### config.mk
export PLATFORM = sky130hd
export DESIGN_NAME = pcpi_issue_unit_flat
export DESIGN_NICKNAME = d
export VERILOG_FILES = /design/src/rtl/m_definitions.sv /design/src/rtl/pcpi_issue_unit_if.sv /design/src/rtl/pcpi_issue_unit.sv /design/src/flat_wrapper.sv
export SDC_FILE = /design/constraint.sdc
export NUM_CORES = 1
export LEC_CHECK = 0
export ABC_AREA = 1
export BUFFER_PORTS_ARGS = -buffer_cell sky130_fd_sc_hd__buf_2
export CORE_UTILIZATION = 43
export CTS_BUF_LIST = sky130_fd_sc_hd__clkbuf_8
export CTS_CLUSTER_DIAMETER = 30
export DETAILED_ROUTE_END_ITERATION = 12
export PLACE_DENSITY = 0.78
export REMOVE_ABC_BUFFERS = 1
export SKIP_CTS_REPAIR_TIMING = 1
export SYNTH_ARGS = -nofsm -noshare
export SYNTH_HDL_FRONTEND = slang
export SYNTH_SLANG_ARGS = --single-unit
### constraint.sdc
create_clock -name clk -period 4.2 [get_ports clk]
set_clock_uncertainty 0.15 [all_clocks]
set_input_delay 0.42 -clock clk [delete_from_list [all_inputs] [get_ports clk]]
set_output_delay 0.42 -clock clk [all_outputs]
set_load 0.02 [all_outputs]
### src/rtl/m_definitions.sv
// m_definitions: shared RV32M encodings, instruction-field helpers and the PCPI issue FSM state type
package m_definitions;
  localparam logic [6:0] OPCODE = 7'b0110011;
  localparam logic [6:0] FUNC7  = 7'b0000001;
  typedef enum logic [2:0] {PI_IDLE, PI_WAIT, PI_RESP, PI_DRAIN, PI_TRAP} pcpi_issue_state_t;
  function automatic logic [6:0] get_ir_opcode(input logic [31:0] ir);
    return ir[6:0];
  endfunction
  function automatic logic [6:0] get_ir_func7(input logic [31:0] ir);
    return ir[31:25];
  endfunction
endpackage

### src/rtl/pcpi_issue_unit_if.sv
// pcpi_issue_unit_if: PCPI request/response bundle between the issue unit and the M coprocessor
interface pcpi_issue_unit_if;
  logic        pcpi_valid;
  logic [31:0] pcpi_insn;
  logic [31:0] pcpi_rs1;
  logic [31:0] pcpi_rs2;
  logic        pcpi_ready;
  logic        pcpi_wr;
  logic [31:0] pcpi_rd;
  logic        pcpi_busy;
  modport master (output pcpi_valid, pcpi_insn, pcpi_rs1, pcpi_rs2,
                  input  pcpi_ready, pcpi_wr, pcpi_rd, pcpi_busy);
  modport slave  (input  pcpi_valid, pcpi_insn, pcpi_rs1, pcpi_rs2,
                  output pcpi_ready, pcpi_wr, pcpi_rd, pcpi_busy);
endinterface

### src/rtl/pcpi_issue_unit.sv
// pcpi_issue_unit: EX-stage issue/collect of RV32M ops to the PCPI coprocessor with drain and timeout trap
module pcpi_issue_unit
  import m_definitions::*;
#(
  parameter int TIMEOUT_CYCLES = 64,
  parameter int CNT_W          = $clog2(TIMEOUT_CYCLES + 1)
) (
  input  logic                    clk,
  input  logic                    resetn,
  input  logic                    ex_valid,
  input  logic [31:0]             ex_instr,
  input  logic [31:0]             ex_rs1,
  input  logic [31:0]             ex_rs2,
  input  logic [4:0]              ex_rd,
  input  logic                    flush,
  output logic                    stall_out,
  output logic                    wb_valid,
  output logic [4:0]              wb_rd,
  output logic [31:0]             wb_data,
  output logic                    illegal_instr,
  pcpi_issue_unit_if.master       pcpi
);
  pcpi_issue_state_t state;
  logic [CNT_W-1:0] cnt;
  logic is_m, issue, timeout;
  assign is_m    = get_ir_opcode(ex_instr) == OPCODE && get_ir_func7(ex_instr) == FUNC7;
  assign issue   = ex_valid && is_m && !flush;
  assign timeout = cnt == CNT_W'(TIMEOUT_CYCLES - 1);
  // a new M-op arriving during DRAIN is held in EX until the abandoned op retires
  always_comb stall_out = !resetn && (state == PI_WAIT ? 1'b1 :
                                      state == PI_IDLE ? issue :
                                      state == PI_DRAIN ? ex_valid && is_m : 1'b0);
  always_ff @(posedge clk or posedge resetn) begin
    if (resetn) begin
      state           <= PI_IDLE;
      cnt             <= '0;
      wb_valid        <= 1'b0;
      wb_rd           <= '0;
      wb_data         <= '0;
      illegal_instr   <= 1'b0;
      pcpi.pcpi_valid <= 1'b0;
      pcpi.pcpi_insn  <= '0;
      pcpi.pcpi_rs1   <= '0;
      pcpi.pcpi_rs2   <= '0;
    end else begin
      wb_valid      <= 1'b0;
      illegal_instr <= 1'b0;
      case (state)
        PI_IDLE: if (issue) begin
          state           <= PI_WAIT;
          cnt             <= '0;
          pcpi.pcpi_valid <= 1'b1;
          pcpi.pcpi_insn  <= ex_instr;
          pcpi.pcpi_rs1   <= ex_rs1;
          pcpi.pcpi_rs2   <= ex_rs2;
          wb_rd           <= ex_rd;
        end
        PI_WAIT: begin
          cnt <= cnt + CNT_W'(1);
          if (pcpi.pcpi_ready) begin
            state           <= flush ? PI_IDLE : PI_RESP;
            pcpi.pcpi_valid <= 1'b0;
            wb_data         <= pcpi.pcpi_rd;
            wb_valid        <= !flush && pcpi.pcpi_wr;
          end else if (flush) begin
            state <= PI_DRAIN;
          end else if (timeout) begin
            state           <= PI_TRAP;
            pcpi.pcpi_valid <= 1'b0;
            illegal_instr   <= 1'b1;
          end
        end
        PI_DRAIN: begin
          cnt <= cnt + CNT_W'(1);
          if (pcpi.pcpi_ready || timeout) begin
            state           <= PI_IDLE;
            pcpi.pcpi_valid <= 1'b0;
          end
        end
        default: state <= PI_IDLE;
      endcase
    end
  end
  always_ff @(posedge clk)
    if (!resetn)
      assert (!(pcpi.pcpi_busy && (state == PI_IDLE || state == PI_RESP || state == PI_TRAP)));
endmodule

### src/flat_wrapper.sv
// flat-port wrapper written by rule: the top's interface ports become plain ports
module pcpi_issue_unit_flat import m_definitions::*;
#(
  parameter int TIMEOUT_CYCLES = 64,
  parameter int CNT_W          = $clog2(TIMEOUT_CYCLES + 1)
)
  (clk, resetn, ex_valid, ex_instr, ex_rs1, ex_rs2, ex_rd, flush, stall_out, wb_valid, wb_rd, wb_data, illegal_instr, pcpi_pcpi_valid, pcpi_pcpi_insn, pcpi_pcpi_rs1, pcpi_pcpi_rs2, pcpi_pcpi_ready, pcpi_pcpi_wr, pcpi_pcpi_rd, pcpi_pcpi_busy);
  pcpi_issue_unit_if pcpi_i ();
  input  logic clk;
  input  logic resetn;
  input  logic ex_valid;
  input  logic [31:0] ex_instr;
  input  logic [31:0] ex_rs1;
  input  logic [31:0] ex_rs2;
  input  logic [4:0] ex_rd;
  input  logic flush;
  output logic stall_out;
  output logic wb_valid;
  output logic [4:0] wb_rd;
  output logic [31:0] wb_data;
  output logic illegal_instr;
  output wire logic [$bits(pcpi_i.pcpi_valid)-1:0] pcpi_pcpi_valid;
  output wire logic [$bits(pcpi_i.pcpi_insn)-1:0] pcpi_pcpi_insn;
  output wire logic [$bits(pcpi_i.pcpi_rs1)-1:0] pcpi_pcpi_rs1;
  output wire logic [$bits(pcpi_i.pcpi_rs2)-1:0] pcpi_pcpi_rs2;
  input wire logic [$bits(pcpi_i.pcpi_ready)-1:0] pcpi_pcpi_ready;
  input wire logic [$bits(pcpi_i.pcpi_wr)-1:0] pcpi_pcpi_wr;
  input wire logic [$bits(pcpi_i.pcpi_rd)-1:0] pcpi_pcpi_rd;
  input wire logic [$bits(pcpi_i.pcpi_busy)-1:0] pcpi_pcpi_busy;
  assign pcpi_pcpi_valid = pcpi_i.pcpi_valid;
  assign pcpi_pcpi_insn = pcpi_i.pcpi_insn;
  assign pcpi_pcpi_rs1 = pcpi_i.pcpi_rs1;
  assign pcpi_pcpi_rs2 = pcpi_i.pcpi_rs2;
  assign pcpi_i.pcpi_ready = pcpi_pcpi_ready;
  assign pcpi_i.pcpi_wr = pcpi_pcpi_wr;
  assign pcpi_i.pcpi_rd = pcpi_pcpi_rd;
  assign pcpi_i.pcpi_busy = pcpi_pcpi_busy;
  pcpi_issue_unit #(.TIMEOUT_CYCLES(TIMEOUT_CYCLES), .CNT_W(CNT_W)) u_core (.clk(clk), .resetn(resetn), .ex_valid(ex_valid), .ex_instr(ex_instr), .ex_rs1(ex_rs1), .ex_rs2(ex_rs2), .ex_rd(ex_rd), .flush(flush), .stall_out(stall_out), .wb_valid(wb_valid), .wb_rd(wb_rd), .wb_data(wb_data), .illegal_instr(illegal_instr), .pcpi(pcpi_i));
endmodule
==> flow_summary.ini <==
[outcome]
status = finished, final reports clean

[floorplanning]
fp.dieW_um = 118
io_pins = 277
coreArea_mm2 = 0.0128
fp-row-count = 41
chipHeight_um = 118
initial_core_util_pct = 44.8
die_area_mm2 = 0.0138

[setup_path]
cp_max_fo = 46
r2r_end = u_core.pcpi.pcpi_rs2[24]
critPathMaxStageDelay_ns = 0.54
cp.required_ns = 3.63
cp.depth = 9
crit_path_start_kind = primary input
worstPathCellList = dlygate4sd3_1 -> buf_2 -> inv_1 -> nand3_1 -> nor2_4 -> buf_4 -> nor2_1 -> nor2_1 -> buf_2
critPathLaunch = flush
worstRegToRegCells = 9
regToRegStartpoint = u_core.state[2]
crit_family = buffers and inverters
slowest_stage = dlygate4sd3_1
path_class = primary input to output pin
rrSetupSlack_ns = 1.83
worstSetupEndpointType = output pin
cp-endpoint = stall_out
arrival_ns = 2.24
crit_buf_inv = 5

[synthesis]
synth.ff_latch_count = 146
synth_top_area_cell = dfrtp_1
yosys_warnings = 0
synth_edf_count = 0
syn_inst = 597
synthesis.area_mm2 = 0.00574
yosys-top-cells-count = 306 x nand2_1, 146 x dfrtp_1, 32 x mux2_2, 29 x nor2_1, 23 x inv_1
synth_cell_type_count = 22
synthArstFlopShare_pct = 100
avgSynthCellArea_um2 = 9.62
yosys_most_used_dff = dfrtp_1
synth_area_leaders = dfrtp_1 64%, nand2_1 20%, mux2_2 6.3%
synth_top_area_share_pct = 63.6
ys_seq_area_share_pct = 63.6
yosysMostFrequentCell = nand2_1

[place]
hpwl_um = 9670
gp_congestion = 0.807
placedInstanceArea_mm2 = 0.00723
io_buffers = 275
dp.cells = 1027

[final_layout]
syn_to_final_growth_pct = 34.4
fin_area_mm2 = 0.00772
drive_gt1_share_pct = 39.9
fin_nets = 1024
fin_cells = 1066
num_antenna_cells = 0

[pwr]
pwr_density_cell_mw_per_mm2 = 481
internal-power_mw = 2.58
leakage_nw = 4.70
swShare_pct = 30.5
pwr-share-seq_pct = 45.9
power.total_mw = 3.71
worst_ir_drop_vdd_mv = 0.232
p_clk_share_pct = 30.7
p_comb_share_pct = 23.4
p_switching_mw = 1.13

[routing]
ant_nets = 0
drtIter0Drc = 195
dr.pass1.iters = 5
avgRoutedWirePerCell_um = 12.9
wirelength_um = 13700
via_count = 4819
viasPerCell = 4.52
drc_errors = 0

[min_path]
min_path_cells = 3
hp-class = primary input to register

[timing]
max_freq_mhz = 356
tns_ns = 0
rsz0062_at_grt = false
finalCritPeriodShare_pct = 66.9
hold_viol = 0
slew_headroom_pct = 51.0
fin_crit_ns = 2.81
whs_ns = 0.0221
worst_pin_slew_ns = 0.733
finalSetupViolations = 0
slew_violations = 0

[grt]
use_met3_pct = 6.10
grtUsageMet2_pct = 34.5
grt_overflow = 0
grt.total_usage_pct = 20.0
grt_max_degree = 77
antenna_found_initial = 0
met1_usage_pct = 23.1
grt-busiest-layer = met2
grt_pass1_vias = 4487
grt_pass1_wl_um = 21600

[flow_run]
cap_violations = 0

[cts]
cts_tree = built
clockRootBuffer = clkbuf_8
cts_buffers = 17
clock_sinks = 146
htreeDepth = 4
path_clk_slew_ns = 0.08
clock_path_buffers = 2
clock_latency_ns = 0.44
registers in the layout (all words and copies together) (netlist names):
signal and cells:
u_core.cnt 7, u_core.state 3, u_core.pcpi.pcpi_rs1 32, u_core.pcpi.pcpi_rs2 32, u_core.pcpi.pcpi_insn 32, u_core.pcpi.pcpi_valid 1, u_core.wb_valid 1, u_core.illegal_instr 1
u_core.wb_rd 5, u_core.wb_data 32
worst register-to-register path, stage by stage (launching register included):
cell	delay, ns
dfrtp_1	0.42
inv_2	0.07
nand2_1	0.06
nor2_1	0.19
inv_2	0.07
nor2_4	0.11
buf_4	0.41
buf_4	0.56
nand2_1	0.17
nand2_1	0.10
how the worst min path moves through the flow:
stage                                   from                  endpoint  slack (ns)
floorplan                      u_core.cnt[6]             u_core.cnt[6]        0.31
global placement    u_core.pcpi.pcpi_insn[4]  u_core.pcpi.pcpi_insn[4]        0.30
detailed placement  u_core.pcpi.pcpi_insn[1]  u_core.pcpi.pcpi_insn[1]        0.30
CTS                                   resetn  u_core.pcpi.pcpi_insn[3]       -0.04
global route                       ex_rs2[0]   u_core.pcpi.pcpi_rs2[0]       0.001
finish                            ex_rs2[20]  u_core.pcpi.pcpi_rs2[20]        0.02
final cells by class:
| class | instances | area (um2) |
|---|---|---|
| Fill cell | 1126 | 5100 |
| Inverter | 27 | 106 |
| Tap cell | 172 | 215 |
| Sequential cell | 146 | 3650 |
| Clock inverter | 13 | 160 |
| Clock buffer | 19 | 262 |
| Multi-Input combinational cell | 401 | 1830 |
| Timing Repair Buffer | 288 | 1490 |
kinds of logic after synthesis:
family | after synthesis | synth area share, %
mux | 32 | 6.27
buf+inv | 50 | 4.49
fa+ha+maj | 3 | 0.654
flops | 146 | 63.6
simple gates | 357 | 24.2
compound gates | 9 | 0.806
through the flow:
step | setup WS, ns | util, %
floorplan | -0.293 | -
global placement | 1.64 | 56.4
detailed placement | 1.61 | 56.4
CTS | 1.45 | 59.6
global route | 1.26 | 60.2
finish | 1.39 | 60.2
routing by layer:
layer	up-vias	share of wire, %	wire length, um
li1	2395	-	-
met1	2202	41	5610
met2	204	51	6950
met3	18	6.7	926
met4	0	1.8	249
met5	-	0	0
cells in the final DEF (no fill, tap or decap), drive strengths merged, types with 2 or more instances in the layout:
cell         netlist  final
nand2            307    307
buf               18    281
dfrtp            146    146
mux2              32     32
nor2              30     30
inv               27     29
clkbuf             5     19
nand3              9      9
dlygate4sd3        0      7
or2                6      6
o21ai              5      5
clkinvlp           0      4
clkinv             0      4
a21oi              3      3
ha                 3      3
bufinv             0      3
nor3               2      2
power groups by stage:
stage,clock (mW),combinational (mW),sequential [mW]
after floorplan,0,0.352,1.93
after global placement,0,0.861,1.72
after detailed placement,0,0.873,1.73
after CTS,1.17,0.875,1.70
after global routing,1.23,0.946,1.73
final,1.14,0.870,1.70
Power figures use the tool's default switching activity.
